`src/rtl/lsu_bus_controller.sv`:
```
// lsu_bus_controller: MEM-stage load/store sequencer issuing one valid/ready data-bus transaction per access.
// Optional define MISALIGN_TRAP_EN: misaligned H/W accesses are trapped instead of force-aligned.
module lsu_bus_controller #(
   parameter int unsigned TIMEOUT_CYCLES = 16
) (
   input  logic        CLK,
   input  logic        RST,
   input  logic        MemReadM,
   input  logic        MemWriteM,
   input  logic [2:0]  StrobeM,
   input  logic [31:0] AddrM,
   input  logic [31:0] WriteDataM,
   output logic [31:0] ReadDataM,
   output logic        StallM,
   output logic        BusErrM,
   output logic        MisalignM,
   output logic        BusValid,
   output logic        BusWrite,
   output logic [31:0] BusAddr,
   output logic [3:0]  BusByteEn,
   output logic [31:0] BusWData,
   input  logic        BusReady,
   input  logic [31:0] BusRData
);

   // state  | meaning
   // S_IDLE | no access pending; a new MEM-stage request is sampled here
   // S_REQ  | BusValid high, waiting for BusReady or timeout
   // S_DONE | access finished; pipeline released for one cycle

   typedef enum logic [1:0] {
      S_IDLE = 2'd0,
      S_REQ  = 2'd1,
      S_DONE = 2'd2
   } state_t;

   localparam logic [7:0] TMR_LOAD = 8'(TIMEOUT_CYCLES);

   state_t      state;
   state_t      state_nxt;
   logic        req;
   logic        is_byte;
   logic        is_half;
   logic        misaligned;
   logic [1:0]  off;
   logic [3:0]  byte_en;
   logic [31:0] wdata;
   logic        issue;
   logic        complete;
   logic        timeout;
   logic [7:0]  tmr;
   logic        tmr_tc;
   logic [1:0]  ld_off;
   logic        ld_byte;
   logic        ld_half;
   logic        ld_unsigned;
   logic [31:0] ld_shift;
   logic [31:0] ld_ext;

   assign req     = MemReadM | MemWriteM;
   assign is_byte = (StrobeM[1:0] == 2'b00);
   assign is_half = (StrobeM[1:0] == 2'b01);

`ifdef MISALIGN_TRAP_EN
   assign misaligned = (is_half & AddrM[0]) |
                       (~is_byte & ~is_half & (AddrM[1:0] != 2'b00));
   assign off        = AddrM[1:0];
`else
   assign misaligned = 1'b0;
   // Halfwords and words are silently snapped to their natural boundary.
   assign off        = is_byte ? AddrM[1:0] : (is_half ? {AddrM[1], 1'b0} : 2'b00);
`endif

   always_comb begin
      byte_en = 4'b1111;
      wdata   = WriteDataM;
      if (is_byte) begin
         byte_en = 4'b0001 << off;
         wdata   = {4{WriteDataM[7:0]}};
      end else if (is_half) begin
         byte_en = 4'b0011 << off;
         wdata   = {2{WriteDataM[15:0]}};
      end
   end

   assign tmr_tc   = (tmr == 8'd1);
   assign ld_shift = BusRData >> {ld_off, 3'b000};

   always_comb begin
      ld_ext = ld_shift;
      if (ld_byte) begin
         ld_ext = {{24{ld_shift[7] & ~ld_unsigned}}, ld_shift[7:0]};
      end else if (ld_half) begin
         ld_ext = {{16{ld_shift[15] & ~ld_unsigned}}, ld_shift[15:0]};
      end
   end

   always_ff @(posedge CLK or posedge RST) begin
      if (RST) begin
         state <= S_IDLE;
      end else begin
         state <= state_nxt;
      end
   end

   always_comb begin
      state_nxt = state;
      StallM    = 1'b0;
      MisalignM = 1'b0;
      BusValid  = 1'b0;
      issue     = 1'b0;
      complete  = 1'b0;
      timeout   = 1'b0;
      case (state)
         S_IDLE: begin
            if (req) begin
               if (misaligned) begin
                  MisalignM = 1'b1;
               end else begin
                  StallM    = 1'b1;
                  issue     = 1'b1;
                  state_nxt = S_REQ;
               end
            end
         end
         S_REQ: begin
            BusValid = 1'b1;
            StallM   = 1'b1;
            if (BusReady) begin
               complete  = 1'b1;
               state_nxt = S_DONE;
            end else if (tmr_tc) begin
               timeout   = 1'b1;
               state_nxt = S_DONE;
            end
         end
         S_DONE: begin
            state_nxt = S_IDLE;
         end
         default: begin
            state_nxt = S_IDLE;
         end
      endcase
   end

   always_ff @(posedge CLK or posedge RST) begin
      if (RST) begin
         BusWrite    <= 1'b0;
         BusAddr     <= '0;
         BusByteEn   <= '0;
         BusWData    <= '0;
         ReadDataM   <= '0;
         BusErrM     <= 1'b0;
         tmr         <= '0;
         ld_off      <= '0;
         ld_byte     <= 1'b0;
         ld_half     <= 1'b0;
         ld_unsigned <= 1'b0;
      end else begin
         BusErrM <= timeout;
         if (issue) begin
            BusWrite    <= MemWriteM;
            BusAddr     <= {AddrM[31:2], 2'b00};
            BusByteEn   <= byte_en;
            BusWData    <= wdata;
            ld_off      <= off;
            ld_byte     <= is_byte;
            ld_half     <= is_half;
            ld_unsigned <= StrobeM[2];
            tmr         <= TMR_LOAD;
         end else if ((state == S_REQ) && !BusReady && !tmr_tc) begin
            tmr <= tmr - 8'd1;
         end
         if (complete && !BusWrite) begin
            ReadDataM <= ld_ext;
         end else if (timeout) begin
            ReadDataM <= '0;
         end
      end
   end

endmodule

```
`config.mk`:
```
export PLATFORM = sky130hd
export DESIGN_NAME = lsu_bus_controller
export DESIGN_NICKNAME = d
export VERILOG_FILES = /design/src/rtl/lsu_bus_controller.sv
export SDC_FILE = /design/constraint.sdc
export NUM_CORES = 1
export LEC_CHECK = 0
export CORE_MARGIN = 5
export CORE_UTILIZATION = 48
export DETAILED_ROUTE_END_ITERATION = 8
export GPL_TIMING_DRIVEN = 1
export PLACE_DENSITY = 0.93
export SLEW_MARGIN = 0
export SYNTH_ARGS = -nofsm -noshare
export SYNTH_HDL_FRONTEND = slang
export SYNTH_SLANG_ARGS = --single-unit
```
`constraint.sdc`:
```
create_clock -name CLK -period 9.85 [get_ports CLK]
set_input_delay 1.97 -clock CLK [delete_from_list [all_inputs] [get_ports CLK]]
set_output_delay 1.97 -clock CLK [all_outputs]
set_load 0.01 [all_outputs]
```
==> results of run 1 <==
-- logic make-up after synthesis --
group / share of synthesized area, %
DFF: 53.4
buffers and inverters: 3.97
and+or+nand+nor: 16.5
AOI/OAI and AO/OA: 15.6
xor gates and xnor gates: 0.650
adders and majority gates: 0.464
muxes: 9.31
other: 0.0696
-- flip-flops by register name, summed over array words and instances, names as in the netlist --
register	cells
ld_byte	1
ReadDataM	32
BusWrite	1
state	2
BusErrM	1
BusByteEn	4
ld_off	2
ld_half	1
ld_unsigned	1
BusWData	32
BusAddr	30
tmr	8
-- area by class of cell --
cell class / instances / area (µm²) / share of cell area [%]
flip-flops and latches: 115 / 2880 / 35.4
multi-input cells: 398 / 2310 / 28.5
repair buffers: 210 / 2090 / 25.7
clock buffers: 19 / 443 / 5.45
clock inverters: 13 / 208 / 2.56
well taps: 140 / 175 / 2.16
inverters: 4 / 17.5 / 0.216
-- path summary, 6_finish.rpt --
path	from	to	cells after the start	slack [ps]
max in group asynchronous	RST	tmr[2]$_DFFE_PP0P_	3	6570
worst min register to register	BusAddr[22]$_DFFE_PP0P_	BusAddr[22]$_DFFE_PP0P_	2	470
worst min-delay path	BusAddr[22]$_DFFE_PP0P_	BusAddr[22]$_DFFE_PP0P_	2	470
worst max-delay path	MemWriteM	StallM	4	4610
worst max register to register	ld_off[1]$_DFFE_PP0P_	ReadDataM[29]$_DFFE_PP0P_	4	6990
min in group asynchronous	RST	BusAddr[21]$_DFFE_PP0P_	2	1990
-- synthesized netlist by cell type, drive strengths merged, types with 3 or more instances --
library cell / n / area (µm²)
dfrtp: 115 / 2880
a22o: 8 / 70.1
clkbuf: 26 / 97.6
nand2: 165 / 619
a221oi: 8 / 70.1
buf: 19 / 101
nor2: 26 / 97.6
mux2: 7 / 78.8
a21oi: 18 / 90.1
o21ai: 50 / 254
nand3: 3 / 15.0
a211oi: 8 / 60.1
mux2i: 40 / 400
xor2: 3 / 26.3
inv: 4 / 15.0
nor2b: 5 / 31.3
nand2b: 3 / 18.8
o2bb2ai: 25 / 219
-- critical path, cell delays in order --
cell and delay (ps):
sky130_fd_sc_hd__clkdlybuf4s50_1 580, sky130_fd_sc_hd__nor3_1 90, sky130_fd_sc_hd__nor2_1 90, sky130_fd_sc_hd__clkdlybuf4s50_1 540
-- routing by layer --
layer	vias up	share of wire (%)	global-route usage, %
met1	2371	37	28.6
met4	0	3.0	10.2
li1	2294	-	-
met5	-	0	0
met3	47	11	10.2
met2	272	50	43.1
-- metrics by stage --
stage	power [mW]	instances	hold slack (ps)
5_1_grt	2.82	899	497
2_1_floorplan	1.40	562	445
3_5_place_dp	1.99	867	462
6_report	2.67	899	469
4_1_cts	2.68	899	475
3_3_place_gp	1.94	867	458
-- power by group --
part | internal [mW] | switching, mW | total (mW)
clock | 0.455 | 0.220 | 0.675
sequential | 0.686 | 0.178 | 0.865
combinational | 0.576 | 0.553 | 1.13
total | 1.72 | 0.951 | 2.67
==> flow_results.xml, run 1 <==
<?xml version="1.0" encoding="UTF-8"?>
<metrics>
  <group name="setup_path">
    <metric name="worst-path-max-fanout" unit="">4</metric>
    <metric name="crit_path_launch_type" unit="">primary input</metric>
    <metric name="critical_path_class" unit="">primary input to output port</metric>
    <metric name="worst_ep_required_time" unit="ps">7880</metric>
    <metric name="crit_path_dat" unit="ps">3270</metric>
    <metric name="crit_path_end_kind" unit="">output port</metric>
  </group>
  <group name="yosys">
    <metric name="ys_ff_latch" unit="">115</metric>
    <metric name="synth.yosys.warnings" unit="">0</metric>
    <metric name="synthesis.instances" unit="">560</metric>
    <metric name="avgSynthCellArea" unit="µm²">9.62</metric>
    <metric name="dominantRegCellSynth" unit="">sky130_fd_sc_hd__dfrtp_1</metric>
    <metric name="netlist_area_before_placement" unit="µm²">5390</metric>
    <metric name="synth.lib_cells_used.distinct" unit="">43</metric>
    <metric name="synth-edff-count" unit="">0</metric>
    <metric name="synth.yosys.seq_area_share" unit="%">53.4</metric>
    <metric name="asyncSetResetFlopFracSynth" unit="%">100</metric>
  </group>
  <group name="grt">
    <metric name="via_count_of_the_first_global_routing_pass" unit="">5242</metric>
    <metric name="grt_pass1_wl" unit="µm">26500</metric>
    <metric name="total_overflow_reported_by_the_global_router" unit="">0</metric>
    <metric name="number_of_antenna_violations_at_the_first_check_in_global_routing" unit="">0</metric>
    <metric name="gr-usage-all-layers" unit="%">25.4</metric>
    <metric name="maximum_number_of_pins_on_one_net_before_global_route_repair" unit="">106</metric>
  </group>
  <group name="clock_tree">
    <metric name="cts-resized-gates" unit="">0</metric>
    <metric name="cts_root_buffer" unit="">sky130_fd_sc_hd__clkbuf_16</metric>
    <metric name="hold_fix_buffers_at_cts" unit="">0</metric>
    <metric name="cts.repair_timing.setup_buffer_count" unit="">0</metric>
    <metric name="clock-sinks" unit="">115</metric>
    <metric name="htree_num_levels" unit="">4</metric>
    <metric name="cts_tree" unit="">yes</metric>
    <metric name="clock_latency" unit="ps">410</metric>
    <metric name="cts.reportedPaths.clkPinSlew" unit="ps">50</metric>
    <metric name="clock_path_buffers" unit="">2</metric>
    <metric name="cts_buffers" unit="">17</metric>
  </group>
  <group name="timing">
    <metric name="fin_skew" unit="ps">10.6</metric>
    <metric name="timing.final.max_slew_violations" unit="">0</metric>
    <metric name="final-hold-violation-count" unit="">0</metric>
    <metric name="worst-slew-pin-transition" unit="ps">1330</metric>
    <metric name="slew_headroom" unit="%">11.2</metric>
    <metric name="setup_viol" unit="">0</metric>
    <metric name="setup-tns-final" unit="ps">0</metric>
    <metric name="achievable-frequency" unit="MHz">191</metric>
    <metric name="timing.final.ws_setup" unit="ps">4610</metric>
    <metric name="fin_crit" unit="ps">5240</metric>
    <metric name="finalCritPeriodShare" unit="%">53.2</metric>
    <metric name="rsz_0062_raised_after_global_routing" unit="">false</metric>
  </group>
  <group name="final_layout">
    <metric name="final_nets" unit="">852</metric>
    <metric name="fillCellCount" unit="">710</metric>
    <metric name="layout.core_utilization" unit="%">74.3</metric>
    <metric name="antenna-diode-count" unit="">0</metric>
    <metric name="mostFrequentLayoutCell" unit="">sky130_fd_sc_hd__clkdlybuf4s50_1</metric>
    <metric name="final_layout_size_suffix_gt1_share" unit="%">6.72</metric>
    <metric name="commonest_non_fill_non_tap_cells_in_the_layout" unit="">205 x sky130_fd_sc_hd__clkdlybuf4s50_1, 165 x sky130_fd_sc_hd__nand2_1, 115 x sky130_fd_sc_hd__dfrtp_1</metric>
    <metric name="synthToLayoutAreaGrowth" unit="%">50.8</metric>
    <metric name="post-route-cell-area" unit="µm²">8130</metric>
  </group>
  <group name="floorplanning">
    <metric name="pin_count" unit="">209</metric>
    <metric name="core_area" unit="µm²">10900</metric>
    <metric name="die-height" unit="µm">116</metric>
    <metric name="rows" unit="">38</metric>
    <metric name="initial_core_util" unit="%">49.3</metric>
    <metric name="design.die.area" unit="µm²">13400</metric>
    <metric name="die-width" unit="µm">116</metric>
  </group>
  <group name="route">
    <metric name="drt_first_iter_violations" unit="">413</metric>
    <metric name="routed_wl" unit="µm">16800</metric>
    <metric name="post-route-drc-count" unit="">0</metric>
    <metric name="viasPerCell" unit="">5.54</metric>
    <metric name="final_antenna_net_count" unit="">0</metric>
    <metric name="vias" unit="">4984</metric>
    <metric name="avgRoutedWirePerCell" unit="µm">18.7</metric>
    <metric name="first_pass_iters" unit="">5</metric>
  </group>
  <group name="flow_run">
    <metric name="maxCapViolations" unit="">0</metric>
  </group>
  <group name="placed_design">
    <metric name="place.gp.congestion" unit="">0.855</metric>
    <metric name="port-buffer-count" unit="">205</metric>
    <metric name="detailed_place_hpwl" unit="µm">12000</metric>
    <metric name="dp_worst_setup_slack" unit="ps">4630</metric>
    <metric name="placed_cell_area" unit="µm²">7470</metric>
  </group>
  <group name="power">
    <metric name="vdd.ir_drop.worst" unit="mV">0.187</metric>
    <metric name="p_leak" unit="nW">3.59</metric>
    <metric name="power-per-cell-area" unit="nW/µm²">329</metric>
  </group>
  <group name="run_status">
    <metric name="outcome" unit="">completed</metric>
  </group>
  <group name="hold_path">
    <metric name="timing.hold.worst.class" unit="">flip-flop to flip-flop</metric>
  </group>
</metrics>
Note: power is estimated with default switching activity, not from simulation.
==> inputs of run 2 (changes only) <==
CORE_UTILIZATION = 44   (was 48)
PLACE_DENSITY = 0.86   (was 0.93)
clock period = 4.9 ns   (was 9.85 ns; I/O delays follow)
==> run 2 against run 1 <==
Against the previous run:
- worst setup slack worse by 3000 ps
- utilization down 7.0 points
- clock skew down 2.0 ps
- clock-buffer cell count up 3
- combinational power up 100%
- final cell count up 0.89%
- clock power up 81%
- critical path depth unchanged
- sequential power up 95%
- first-iteration DRC count down 12%
==> flow_results.xml, run 2 (synthesis results as in run 1) <==
<?xml version="1.0" encoding="UTF-8"?>
<metrics>
  <group name="final_layout">
    <metric name="mostFrequentLayoutCell" unit="">sky130_fd_sc_hd__clkdlybuf4s50_1</metric>
    <metric name="commonest_non_fill_non_tap_cells_in_the_layout" unit="">205 x sky130_fd_sc_hd__clkdlybuf4s50_1, 165 x sky130_fd_sc_hd__nand2_1, 115 x sky130_fd_sc_hd__dfrtp_1</metric>
    <metric name="fillCellCount" unit="">902</metric>
    <metric name="final_nets" unit="">853</metric>
    <metric name="largestRegisters" unit="">BusWData: 32 flops, ReadDataM: 32 flops, BusAddr: 30 flops</metric>
    <metric name="register_area" unit="µm²">2880</metric>
    <metric name="post-route-cell-area" unit="µm²">8080</metric>
    <metric name="synthToLayoutAreaGrowth" unit="%">50.0</metric>
    <metric name="final_layout_size_suffix_gt1_share" unit="%">6.84</metric>
    <metric name="multi_input_area" unit="µm²">2310</metric>
    <metric name="antenna-diode-count" unit="">0</metric>
  </group>
  <group name="clock_tree">
    <metric name="clock_path_buffers" unit="">2</metric>
    <metric name="cts.reportedPaths.clkPinSlew" unit="ps">50</metric>
    <metric name="cts_tree" unit="">yes</metric>
    <metric name="cts_root_buffer" unit="">sky130_fd_sc_hd__clkbuf_16</metric>
    <metric name="cts_buffers" unit="">17</metric>
    <metric name="cts.repair_timing.setup_buffer_count" unit="">0</metric>
    <metric name="cts-resized-gates" unit="">0</metric>
    <metric name="clock_latency" unit="ps">420</metric>
    <metric name="hold_fix_buffers_at_cts" unit="">0</metric>
    <metric name="htree_num_levels" unit="">4</metric>
    <metric name="clock-sinks" unit="">115</metric>
  </group>
  <group name="grt">
    <metric name="gr-usage-all-layers" unit="%">23.0</metric>
    <metric name="maximum_number_of_pins_on_one_net_before_global_route_repair" unit="">106</metric>
    <metric name="grt_pass1_wl" unit="µm">26400</metric>
    <metric name="number_of_antenna_violations_at_the_first_check_in_global_routing" unit="">0</metric>
    <metric name="total_overflow_reported_by_the_global_router" unit="">0</metric>
    <metric name="via_count_of_the_first_global_routing_pass" unit="">5196</metric>
  </group>
  <group name="power">
    <metric name="power.clock.fraction" unit="%">23.4</metric>
    <metric name="net_load_switching_power" unit="mW">1.88</metric>
    <metric name="pwr-share-seq" unit="%">32.4</metric>
    <metric name="comb_power_share" unit="%">44.2</metric>
    <metric name="vdd.ir_drop.worst" unit="mV">0.418</metric>
    <metric name="p_leak" unit="nW">3.57</metric>
    <metric name="int_power" unit="mW">3.34</metric>
    <metric name="netSwitchingFraction" unit="%">36.0</metric>
    <metric name="power-per-cell-area" unit="nW/µm²">646</metric>
  </group>
  <group name="timing">
    <metric name="rsz_0062_raised_after_global_routing" unit="">false</metric>
    <metric name="worst-slew-pin-transition" unit="ps">1360</metric>
    <metric name="setup-tns-final" unit="ps">0</metric>
    <metric name="achievable-frequency" unit="MHz">309</metric>
    <metric name="final-hold-violation-count" unit="">0</metric>
    <metric name="fin_crit" unit="ps">3240</metric>
    <metric name="setup_viol" unit="">0</metric>
    <metric name="timing.final.max_slew_violations" unit="">0</metric>
    <metric name="fin_skew" unit="ps">8.65</metric>
    <metric name="finalCritPeriodShare" unit="%">66.1</metric>
    <metric name="slew_headroom" unit="%">9.32</metric>
  </group>
  <group name="route">
    <metric name="routed_wl" unit="µm">16500</metric>
    <metric name="vias" unit="">4949</metric>
    <metric name="avgRoutedWirePerCell" unit="µm">18.2</metric>
    <metric name="drt_first_iter_violations" unit="">365</metric>
    <metric name="viasPerCell" unit="">5.46</metric>
    <metric name="final_antenna_net_count" unit="">0</metric>
    <metric name="first_pass_iters" unit="">5</metric>
    <metric name="post-route-drc-count" unit="">0</metric>
  </group>
  <group name="setup_path">
    <metric name="worst_r2r_path_depth" unit="">4</metric>
    <metric name="regToRegEndpoint" unit="">ReadDataM[31]$_DFFE_PP0P_</metric>
    <metric name="r2r_slack" unit="ps">2370</metric>
    <metric name="worst_r2r_startpoint" unit="">ld_off[1]$_DFFE_PP0P_</metric>
    <metric name="critical_path_class" unit="">primary input to output port</metric>
    <metric name="crit_path_dat" unit="ps">2260</metric>
    <metric name="crit_path_end_kind" unit="">output port</metric>
    <metric name="crit_path_launch_type" unit="">primary input</metric>
    <metric name="worst_ep_required_time" unit="ps">3920</metric>
    <metric name="worst-path-max-fanout" unit="">4</metric>
  </group>
  <group name="placed_design">
    <metric name="detailed_place_hpwl" unit="µm">12000</metric>
    <metric name="place.gp.congestion" unit="">0.920</metric>
    <metric name="port-buffer-count" unit="">205</metric>
    <metric name="placed_cell_area" unit="µm²">7490</metric>
  </group>
  <group name="floorplanning">
    <metric name="rows" unit="">40</metric>
    <metric name="pin_count" unit="">209</metric>
    <metric name="core_area" unit="µm²">12000</metric>
    <metric name="design.die.area" unit="µm²">14600</metric>
    <metric name="die-height" unit="µm">121</metric>
    <metric name="initial_core_util" unit="%">44.9</metric>
    <metric name="die-width" unit="µm">121</metric>
  </group>
  <group name="hold_path">
    <metric name="timing.hold.worst.class" unit="">flip-flop to flip-flop</metric>
    <metric name="endpoint_with_the_worst_hold_slack" unit="">BusByteEn[0]$_DFFE_PP0P_</metric>
    <metric name="timing.hold.worst.start" unit="">BusByteEn[0]$_DFFE_PP0P_</metric>
    <metric name="whs_path_depth" unit="">2</metric>
  </group>
  <group name="flow_run">
    <metric name="maxCapViolations" unit="">0</metric>
  </group>
  <group name="run_status">
    <metric name="outcome" unit="">completed</metric>
  </group>
</metrics>
run 2: metrics by stage:
| step | hold WS [ps] | setup slack [ps] | std cells | power [mW] | utilization (%) |
|---|---|---|---|---|---|
| 3_3_place_gp | 457 | 1660 | 875 | 3.92 | 62.4 |
| 3_5_place_dp | 461 | 1660 | 875 | 4.01 | 62.4 |
| 6_report | 473 | 1660 | 907 | 5.22 | 67.3 |
| 2_1_floorplan | 445 | 876 | 562 | 2.81 | - |
| 5_1_grt | 487 | 1600 | 907 | 5.55 | 67.3 |
| 4_1_cts | 475 | 1650 | 907 | 5.25 | 67.3 |
run 2: layer usage:
metal  vias up  track usage [%]  wire, µm
met5         -                0         0
met4         0             9.77       483
met3        42             9.54      1640
met2       224             38.0      8220
met1      2374             26.3      6200
li1       2309                -         -
run 2: cell type report:
class / instances / share of cell area, %
flip-flops and latches: 115 / 35.6
repair buffers: 211 / 26.0
clock inverters: 10 / 1.30
inverters: 4 / 0.217
multi-input cells: 398 / 28.6
clock buffers: 22 / 5.99
well taps: 147 / 2.28
run 2: worst max-delay path: stages:
cell and delay, ps:
sky130_fd_sc_hd__clkdlybuf4s50_1 580, sky130_fd_sc_hd__nor3_1 80, sky130_fd_sc_hd__nor2_1 90, sky130_fd_sc_hd__clkdlybuf4s50_1 540
run 2: power by group through the flow:
| stage | sequential (mW) | combinational, mW | clock, mW |
|---|---|---|---|
| finish | 1.69 | 2.31 | 1.22 |
| global route | 1.75 | 2.51 | 1.29 |
| detailed placement | 1.70 | 2.32 | 0 |
| global placement | 1.67 | 2.25 | 0 |
| CTS | 1.69 | 2.33 | 1.24 |
| floorplan | 1.79 | 1.02 | 0 |
run 2: worst max-delay path by stage:
stage	start	end	slack (ps)
after global placement	MemWriteM	StallM	1660
final	MemWriteM	StallM	1660
after detailed placement	MemWriteM	StallM	1660
after CTS	MemWriteM	StallM	1650
after floorplan	RST	BusAddr[10]$_DFFE_PP0P_	880
after global routing	MemWriteM	StallM	1600
==> inputs of run 3 (changes only) <==
clock period = 3.3 ns   (was 4.9 ns; I/O delays follow)
==> run 3 against run 2 <==
Against the previous run:
- wire length grew 1.8%
- largest power group unchanged
- register-to-register slack got worse by 1400 ps
- clock-buffer cell count decreased by 4
- global-route usage grew 0.22 points
- critical path depth stayed put
- worst hold slack got worse by 8.0 ps
- largest cell class unchanged
- clock skew is 1.4 ps higher
- design area increased by 0.29%
- utilization is 0.20 points higher
- sequential power increased by 49%
- sequential cell count unchanged
- combinational power is 50% higher
==> flow_results.xml, run 3 (synthesis results as in run 1) <==
<?xml version="1.0" encoding="UTF-8"?>
<metrics>
  <group name="run_status">
    <metric name="outcome" unit="">completed</metric>
  </group>
  <group name="clock_tree">
    <metric name="clock_latency" unit="ps">400</metric>
    <metric name="htree_num_levels" unit="">4</metric>
    <metric name="cts.reportedPaths.clkPinSlew" unit="ps">50</metric>
    <metric name="cts_root_buffer" unit="">sky130_fd_sc_hd__clkbuf_16</metric>
    <metric name="cts_tree" unit="">yes</metric>
    <metric name="cts-resized-gates" unit="">0</metric>
    <metric name="hold_fix_buffers_at_cts" unit="">0</metric>
    <metric name="cts_buffers" unit="">17</metric>
    <metric name="clock_path_buffers" unit="">2</metric>
    <metric name="clock-sinks" unit="">115</metric>
    <metric name="cts.repair_timing.setup_buffer_count" unit="">0</metric>
  </group>
  <group name="hold_path">
    <metric name="timing.hold.worst.start" unit="">BusByteEn[0]$_DFFE_PP0P_</metric>
    <metric name="whs_path_depth" unit="">2</metric>
    <metric name="timing.hold.worst.class" unit="">flip-flop to flip-flop</metric>
    <metric name="endpoint_with_the_worst_hold_slack" unit="">BusByteEn[0]$_DFFE_PP0P_</metric>
  </group>
  <group name="setup_path">
    <metric name="worst_ep_required_time" unit="ps">2640</metric>
    <metric name="crit_path_end_kind" unit="">output port</metric>
    <metric name="worst_r2r_startpoint" unit="">tmr[0]$_DFFE_PP0P_</metric>
    <metric name="regToRegEndpoint" unit="">ReadDataM[9]$_DFFE_PP0P_</metric>
    <metric name="worst_r2r_path_depth" unit="">5</metric>
    <metric name="crit_path_dat" unit="ps">1950</metric>
    <metric name="crit_path_launch_type" unit="">primary input</metric>
    <metric name="r2r_slack" unit="ps">930</metric>
    <metric name="worst-path-max-fanout" unit="">4</metric>
    <metric name="critical_path_class" unit="">primary input to output port</metric>
  </group>
  <group name="final_layout">
    <metric name="register_area" unit="µm²">2880</metric>
    <metric name="commonest_non_fill_non_tap_cells_in_the_layout" unit="">205 x sky130_fd_sc_hd__clkdlybuf4s50_1, 165 x sky130_fd_sc_hd__nand2_1, 115 x sky130_fd_sc_hd__dfrtp_1</metric>
    <metric name="synthToLayoutAreaGrowth" unit="%">50.4</metric>
    <metric name="fillCellCount" unit="">927</metric>
    <metric name="mostFrequentLayoutCell" unit="">sky130_fd_sc_hd__clkdlybuf4s50_1</metric>
    <metric name="antenna-diode-count" unit="">0</metric>
    <metric name="final_layout_size_suffix_gt1_share" unit="%">7.33</metric>
    <metric name="multi_input_area" unit="µm²">2310</metric>
    <metric name="largestRegisters" unit="">BusWData: 32 flops, ReadDataM: 32 flops, BusAddr: 30 flops</metric>
    <metric name="final_nets" unit="">857</metric>
  </group>
  <group name="grt">
    <metric name="via_count_of_the_first_global_routing_pass" unit="">5145</metric>
    <metric name="number_of_antenna_violations_at_the_first_check_in_global_routing" unit="">0</metric>
    <metric name="gr-usage-all-layers" unit="%">23.3</metric>
    <metric name="maximum_number_of_pins_on_one_net_before_global_route_repair" unit="">80</metric>
    <metric name="grt_pass1_wl" unit="µm">26700</metric>
    <metric name="total_overflow_reported_by_the_global_router" unit="">0</metric>
  </group>
  <group name="power">
    <metric name="comb_power_share" unit="%">44.9</metric>
    <metric name="int_power" unit="mW">4.90</metric>
    <metric name="power-per-cell-area" unit="nW/µm²">953</metric>
    <metric name="p_total" unit="mW">7.73</metric>
    <metric name="vdd.ir_drop.worst" unit="mV">0.481</metric>
    <metric name="p_leak" unit="nW">3.57</metric>
    <metric name="power.clock.fraction" unit="%">22.6</metric>
    <metric name="netSwitchingFraction" unit="%">36.6</metric>
    <metric name="pwr-share-seq" unit="%">32.6</metric>
    <metric name="net_load_switching_power" unit="mW">2.83</metric>
  </group>
  <group name="timing">
    <metric name="final-hold-violation-count" unit="">0</metric>
    <metric name="finalCritPeriodShare" unit="%">79.1</metric>
    <metric name="achievable-frequency" unit="MHz">383</metric>
    <metric name="hold_slack" unit="ps">465</metric>
    <metric name="setup_viol" unit="">0</metric>
    <metric name="fin_crit" unit="ps">2610</metric>
    <metric name="worst-slew-pin-transition" unit="ps">1330</metric>
    <metric name="rsz_0062_raised_after_global_routing" unit="">false</metric>
    <metric name="slew_headroom" unit="%">11.3</metric>
    <metric name="setup-tns-final" unit="ps">0</metric>
    <metric name="timing.final.max_slew_violations" unit="">0</metric>
    <metric name="fin_skew" unit="ps">10.0</metric>
  </group>
  <group name="placed_design">
    <metric name="place.gp.congestion" unit="">0.913</metric>
    <metric name="detailed_place_hpwl" unit="µm">12500</metric>
    <metric name="port-buffer-count" unit="">205</metric>
  </group>
  <group name="floorplanning">
    <metric name="initial_core_util" unit="%">44.9</metric>
    <metric name="die-width" unit="µm">121</metric>
    <metric name="core_area" unit="µm²">12000</metric>
    <metric name="rows" unit="">40</metric>
    <metric name="pin_count" unit="">209</metric>
    <metric name="die-height" unit="µm">121</metric>
    <metric name="design.die.area" unit="µm²">14600</metric>
  </group>
  <group name="route">
    <metric name="final_antenna_net_count" unit="">0</metric>
    <metric name="vias" unit="">4954</metric>
    <metric name="first_pass_iters" unit="">7</metric>
    <metric name="post-route-drc-count" unit="">0</metric>
    <metric name="viasPerCell" unit="">5.44</metric>
    <metric name="routed_wl" unit="µm">16800</metric>
    <metric name="avgRoutedWirePerCell" unit="µm">18.5</metric>
    <metric name="drt_first_iter_violations" unit="">445</metric>
  </group>
  <group name="flow_run">
    <metric name="maxCapViolations" unit="">0</metric>
  </group>
</metrics>
## run 3: cell types whose count changed in the layout (fill, tap and decap cells not counted), sizes merged
cell	before	now
buf	6	10
inv	4	3
clkinvlp	2	3
clkbuf	22	18
clkinv	6	10
## run 3: power by group through the flow
stage | clock network [mW] | logic, mW | registers [mW]
global route | 1.84 | 3.77 | 2.60
floorplan | 0 | 1.51 | 2.66
finish | 1.74 | 3.47 | 2.52
detailed placement | 0 | 3.48 | 2.52
CTS | 1.77 | 3.50 | 2.52
global placement | 0 | 3.36 | 2.50
## run 3: critical path, stage by stage
cell	delay, ps
sky130_fd_sc_hd__clkdlybuf4s50_1	570
sky130_fd_sc_hd__nor3_1	80
sky130_fd_sc_hd__nor2_1	90
sky130_fd_sc_hd__clkdlybuf4s50_1	540
## run 3: layout make-up
type,instances,share of cell area [%]
timing repair buffer,215,26.4
tap,147,2.27
sequential,115,35.5
multi-input combinational,398,28.6
clock inverter,14,1.73
inverter,4,0.232
clock buffer,18,5.30
## run 3: worst max path at each step
stage	startpoint	slack [ps]	endpoint
floorplan	RST	1240	BusAddr[10]$_DFFE_PP0P_
global placement	BusReady	670	ReadDataM[9]$_DFFE_PP0P_
detailed placement	BusReady	550	ReadDataM[9]$_DFFE_PP0P_
CTS	MemWriteM	680	StallM
global route	MemWriteM	640	StallM
finish	MemWriteM	690	StallM
## run 3: metal layers
layer / track usage [%] / up-vias / part of all wire, %
li1: - / 2309 / -
met1: 27.6 / 2396 / 38
met2: 39.2 / 224 / 50
met3: 8.61 / 25 / 10
met4: 7.58 / 0 / 1.8
met5: 0 / - / 0
## run 3: stage by stage
step	util [%]	worst slack [ps]	cells	cell area, µm²
after floorplan	-	1240	562	5400
after global placement	62.7	670	879	7530
after detailed placement	62.7	548	879	7530
after CTS	67.5	685	911	8100
after global routing	67.5	639	911	8100
final	67.5	691	911	8100
